--- config.mk ---
export PLATFORM = sky130hd
export DESIGN_NAME = mod_sub_serial_flat
export DESIGN_NICKNAME = d
export VERILOG_FILES = /design/src/rtl/mod_sub_serial_if.sv /design/src/rtl/mod_sub_serial.sv /design/src/flat_wrapper.sv
export SDC_FILE = /design/constraint.sdc
export NUM_CORES = 1
export LEC_CHECK = 0
export ABC_AREA = 1
export CAP_MARGIN = 20
export CORE_ASPECT_RATIO = 1.75
export CORE_MARGIN = 2
export CORE_UTILIZATION = 50
export CTS_CLUSTER_SIZE = 24
export DETAILED_ROUTE_END_ITERATION = 12
export PLACE_DENSITY = 0.76
export RECOVER_POWER = 25
export REMOVE_ABC_BUFFERS = 1
export SLEW_MARGIN = 10
export SYNTH_ARGS = -nofsm -noshare
export SYNTH_HDL_FRONTEND = slang
export SYNTH_SLANG_ARGS = --single-unit
--- constraint.sdc ---
create_clock -name clk -period 6.4 [get_ports clk]
set_input_delay 1.28 -clock clk [delete_from_list [all_inputs] [get_ports clk]]
set_output_delay 1.28 -clock clk [all_outputs]
set_load 0.005 [all_outputs]
--- src/rtl/mod_sub_serial_if.sv ---
// Operand/result bundle for the digit-serial modular subtractor.
interface mod_sub_serial_if #(
    parameter int K = 32
);
    logic         start;
    logic [K-1:0] a;
    logic [K-1:0] b;
    logic [K-1:0] m;
    logic         busy;
    logic         done;
    logic [K-1:0] result;

    modport master (
        output start, a, b, m,
        input  busy, done, result
    );

    modport slave (
        input  start, a, b, m,
        output busy, done, result
    );
endinterface

--- src/rtl/mod_sub_serial.sv ---
// Digit-serial (a - b) mod m: W-bit subtract pass, optional W-bit add-back pass of m.
// Latency start->done: N+1 cycles without borrow, 2N+1 with borrow.
// No backpressure: start is only sampled in IDLE, otherwise dropped.
module mod_sub_serial #(
    parameter int K = 32,
    parameter int W = 8
) (
    input  logic              clk,
    input  logic              rst,
    mod_sub_serial_if.slave   bus
);
    localparam int N  = K / W;
    localparam int CW = (N > 1) ? $clog2(N) : 1;

    typedef enum logic [1:0] {
        IDLE = 2'd0,
        SUB  = 2'd1,
        FIX  = 2'd2,
        DONE = 2'd3
    } state_t;

    state_t        state;
    state_t        state_nxt;
    logic [K-1:0]  a_sr;
    logic [K-1:0]  b_sr;
    logic [K-1:0]  m_sr;
    logic [K-1:0]  p_sr;
    logic [K-1:0]  result_q;
    logic          cy;
    logic [CW-1:0] cnt;

    logic          last;
    logic [W:0]    d_sub;
    logic [W:0]    d_add;
    logic [K-1:0]  p_sub;
    logic [K-1:0]  p_add;

    assign last  = (cnt == CW'(N - 1));
    assign d_sub = {1'b0, a_sr[W-1:0]} - {1'b0, b_sr[W-1:0]} - {{W{1'b0}}, cy};
    assign d_add = {1'b0, p_sr[W-1:0]} + {1'b0, m_sr[W-1:0]} + {{W{1'b0}}, cy};

    // Digits leave from the bottom and re-enter at the top, so after N
    // cycles every digit is back in its own position.
    assign p_sub = {d_sub[W-1:0], p_sr[K-1:W]};
    assign p_add = {d_add[W-1:0], p_sr[K-1:W]};

    always_ff @(posedge clk or posedge rst) begin
        if (rst) begin
            state <= IDLE;
        end else begin
            state <= state_nxt;
        end
    end

    always_comb begin
        state_nxt = state;
        case (state)
            IDLE: if (bus.start) state_nxt = SUB;
            SUB:  if (last) state_nxt = d_sub[W] ? FIX : DONE;
            FIX:  if (last) state_nxt = DONE;
            DONE: state_nxt = IDLE;
            default: state_nxt = IDLE;
        endcase
    end

    always_ff @(posedge clk or posedge rst) begin
        if (rst) begin
            a_sr     <= '0;
            b_sr     <= '0;
            m_sr     <= '0;
            p_sr     <= '0;
            result_q <= '0;
            cy       <= 1'b0;
            cnt      <= '0;
        end else begin
            case (state)
                IDLE: begin
                    if (bus.start) begin
                        a_sr <= bus.a;
                        b_sr <= bus.b;
                        m_sr <= bus.m;
                        cy   <= 1'b0;
                        cnt  <= '0;
                    end
                end
                SUB: begin
                    a_sr <= a_sr >> W;
                    b_sr <= b_sr >> W;
                    p_sr <= p_sub;
                    if (last) begin
                        // A final borrow hands over to FIX with the carry cleared.
                        cy  <= 1'b0;
                        cnt <= '0;
                        if (!d_sub[W]) result_q <= p_sub;
                    end else begin
                        cy  <= d_sub[W];
                        cnt <= cnt + 1'b1;
                    end
                end
                FIX: begin
                    m_sr <= m_sr >> W;
                    p_sr <= p_add;
                    if (last) begin
                        // Carry-out is dropped: it cancels the pass-1 borrow.
                        cy       <= 1'b0;
                        cnt      <= '0;
                        result_q <= p_add;
                    end else begin
                        cy  <= d_add[W];
                        cnt <= cnt + 1'b1;
                    end
                end
                default: ;
            endcase
        end
    end

    assign bus.busy   = (state == SUB) || (state == FIX);
    assign bus.done   = (state == DONE);
    assign bus.result = result_q;
endmodule
--- src/flat_wrapper.sv ---
// flat-port wrapper written by rule: the top's interface ports become plain ports
module mod_sub_serial_flat 
#(
    parameter int K = 32,
    parameter int W = 8
)
  (clk, rst, bus_start, bus_a, bus_b, bus_m, bus_busy, bus_done, bus_result);
  mod_sub_serial_if #(.K(K)) bus_i ();
  input  logic clk;
  input  logic rst;
  input wire logic [$bits(bus_i.start)-1:0] bus_start;
  input wire logic [$bits(bus_i.a)-1:0] bus_a;
  input wire logic [$bits(bus_i.b)-1:0] bus_b;
  input wire logic [$bits(bus_i.m)-1:0] bus_m;
  output wire logic [$bits(bus_i.busy)-1:0] bus_busy;
  output wire logic [$bits(bus_i.done)-1:0] bus_done;
  output wire logic [$bits(bus_i.result)-1:0] bus_result;
  assign bus_i.start = bus_start;
  assign bus_i.a = bus_a;
  assign bus_i.b = bus_b;
  assign bus_i.m = bus_m;
  assign bus_busy = bus_i.busy;
  assign bus_done = bus_i.done;
  assign bus_result = bus_i.result;
  mod_sub_serial #(.K(K), .W(W)) u_core (.clk(clk), .rst(rst), .bus(bus_i));
endmodule
==> results by group <==
Power
  • Net Sw Frac: 0.439
  • NetSw: 2.46 mW
  • Worst IR Drop VDD: 0.000255 V
  • Leak Pwr: 4.76 nW
  • Pwr per Cell Area: 560 mW/mm^2
  • Clock share of power: 0.177
  • Gate power share: 0.502
  • Sequential share of power: 0.321
  • Int Pwr: 3.14 mW

Placed design
  • Cell count after placement: 1264
  • Final HPWL DP: 12300 um
  • IO buf count: 132
  • Routability-driven placement congestion ratio: 0.889

Global routing
  • Grt total ovfl: 0
  • First-pass GRT wire length: 30500 um
  • Largest net degree at the start of global routing: 113
  • Initial antenna violation count: 0
  • Number of global-route vias before repair: 6637
  • GR Util All Layers: 0.222

Finish
  • Filler cell count: 1389
  • Finished Layout Cells: 1297
  • Diodes inserted: 0
  • Share of cells above drive strength 1: 0.0469
  • Nets@finish: 1225
  • Area grow syn2layout: 24.1%
  • Most frequent cells in the layout: nand2_1, dfrtp_1, clkdlybuf4s50_1
  • Most common cell after layout, fill and taps aside: nand2_1

Timing
  • Minimum clock period: 4.16 ns
  • Slew Viols, Final: 84
  • Tcrit/Tclk final: 0.650
  • Worst Max-Slew Pin Slew: 3.64 ns
  • Final hold violations: 0
  • Fmax: 240 MHz
  • Final setup TNS: 0 ns
  • RSZ-0062 raised after global routing: false
  • Count of final setup violators: 0
  • Clock skew: 0.00963 ns
  • Relative slew slack: -1.44

Route
  • Top layer in use: met4
  • Wl on met1: 7000 um
  • Mean number of vias per cell: 5.17
  • Length of routed met2 wiring: 9420 um
  • Drt total wl: 17700 um
  • DRT antenna net count: 0
  • First-pass iteration count of the detailed router: 7
  • Initial DRC count: 350
  • WL per Instance: 13.6 um
  • DRC: 0
  • Met3 Wirelength: 706 um
  • Vias post-DR: 6708

Logic synthesis
  • Top post-synthesis cells by area: dfrtp_1, nand2_1, inv_1
  • Sequential share of the synthesized area: 0.512
  • Mapped Cells: 990
  • Count of cell types in the netlist: 27
  • Yosys warns: 0
  • Synth Register Bits: 165
  • Area leader, netlist: dfrtp_1
  • Yosys top cell area share: 0.512
  • Synthesized cell area: 0.00806 mm^2
  • Synth Area per Inst: 8.14 um^2

Critical path
  • Critical path startpoint category: input port
  • Slowest Stage Delay on Critical Path: 2.05 ns
  • CP Cell Sequence: dlygate4sd3_1 > clkinvlp_2 > buf_4
  • Setup CP Type: input port to async pin
  • Data arrival time of the critical path: 4.68 ns
  • Top delay family on crit path: buffers and inverters
  • Critical Path RT: 6.92 ns
  • Worst Path Buf+Inv: 3
  • Crit-path slowest cell: clkinvlp_2
  • Max FO, Critical Path: 83
  • Setup crit end kind: async pin

Die
  • Num ports: 133
  • Die W: 100 um
  • Initial Utilization: 0.510
  • FP Rows: 61
  • Die area: 0.0172 mm^2
  • Core Area: 0.0158 mm^2
  • Die Y: 172 um

Run status
  • Failing checks: capacitance limit, slew limit
  • Status: finished, violations left

Clock tree
  • Bufs on Longest Clock Path: 2
  • Post-CTS setup repair buffer count: 0
  • CTS tree: yes
  • Worst-Skew Late Latency: 0.42 ns
  • Post-CTS sizing: 0
  • Clk sinks: 165
  • Hold_buf cts: 0
  • Num CTS Buffers: 17
  • Clock-pin transition on the worst setup and hold timing paths: 0.06 ns
  • Clock Tree Root: clkbuf_16
  • CTS H-Tree Depth: 4

Worst hold path
  • Hold WC Path Type: flop to flop

Run
  • Max-Cap Viols: 1
==> registers in the layout, summed over array words and instances, names as in the netlist <==
register,flops
u_core.a_sr,32
u_core.p_sr,32
u_core.cnt,2
u_core.state,2
u_core.b_sr,32
u_core.bus.result,32
u_core.cy,1
u_core.m_sr,32
==> worst paths after layout <==
path	startpoint	depth (start not counted)	slack, ns	endpoint
max in group clk	u_core.state[0]	3	3.20	bus_busy
min	u_core.bus.result[21]	2	0.47	u_core.bus.result[21]
min reg2reg	u_core.bus.result[21]	2	0.47	u_core.bus.result[21]
max reg2reg	u_core.cy	15	3.23	u_core.bus.result[28]
max	rst	3	2.24	u_core.m_sr[11]
min in group asynchronous	rst	2	2.40	u_core.cnt[1]
==> area by class of cell <==
class                           instances  area (um^2)  area share
Clock inverter                         14          141      0.0141
Inverter                              117          440      0.0441
Multi-Input combinational cell        652         3230       0.323
Timing Repair Buffer                  142         1390       0.139
Sequential cell                       165         4130       0.413
Clock buffer                           18          429      0.0429
Tap cell                              189          236      0.0237
==> worst min-delay path, stage by stage, from the launching register on <==
cell	delay [ns]
dfrtp_1	0.34
nand2_1	0.05
nand2_1	0.04
==> stage by stage <==
| stage | hold WS (ns) | utilization | setup slack [ns] | area (um^2) | power, mW |
|---|---|---|---|---|---|
| 6_report | 0.467 | 0.633 | 2.24 | 10000 | 5.59 |
| 5_1_grt | 0.489 | 0.633 | 1.64 | 10000 | 6.18 |
| 4_1_cts | 0.473 | 0.633 | 2.47 | 10000 | 5.64 |
| 3_5_place_dp | 0.457 | 0.597 | 2.94 | 9430 | 4.62 |
| 3_3_place_gp | 0.453 | 0.597 | 2.99 | 9430 | 4.51 |
| 2_1_floorplan | 0.448 | - | 0.658 | 7770 | 3.74 |
==> routing by layer <==
layer | GRT usage | vias to the layer above
li1 | - | 3382
met2 | 0.393 | 172
met4 | 0.0995 | 0
met3 | 0.0396 | 38
met5 | 0 | -
met1 | 0.260 | 3116
==> cell families (layout without fill, tap and decap cells) <==
kind of cell | count (synthesis) | after routing | share of synthesized area
AOI/OAI and AO/OA | 166 | 166 | 0.118
xor gates and xnor gates | 2 | 2 | 0.00217
adders and majority gates | 31 | 31 | 0.0519
buffers and inverters | 173 | 291 | 0.0898
DFF | 165 | 165 | 0.512
and+or+nand+nor | 453 | 453 | 0.226
==> synth_stat cells <==
library cell and n:
o21ai_1 1, buf_2 20, nand2_1 308, inv_2 1, a21oi_2 1, o21ai_0 82, nor2_1 64, or2_2 1
nand3b_1 2, xor2_1 2, o211ai_1 18, nor3_1 1, dfrtp_1 165, inv_1 116, a31oi_1 55, nand4_1 3
clkbuf_1 25, fa_1 4, a21oi_1 8, nand2_2 4, nor2_2 1, ha_1 27, buf_6 5, buf_1 3
o21ai_2 1, buf_4 3, nand3_1 69
==> power by group through the flow <==
stage / clock (mW) / sequential (mW) / combinational (mW)
floorplan: 0 / 1.76 / 1.98
global placement: 0 / 1.79 / 2.72
detailed placement: 0 / 1.81 / 2.81
CTS: 1.01 / 1.80 / 2.84
global route: 1.05 / 1.85 / 3.28
finish: 0.992 / 1.80 / 2.81
(Power assumes the default switching activity.)
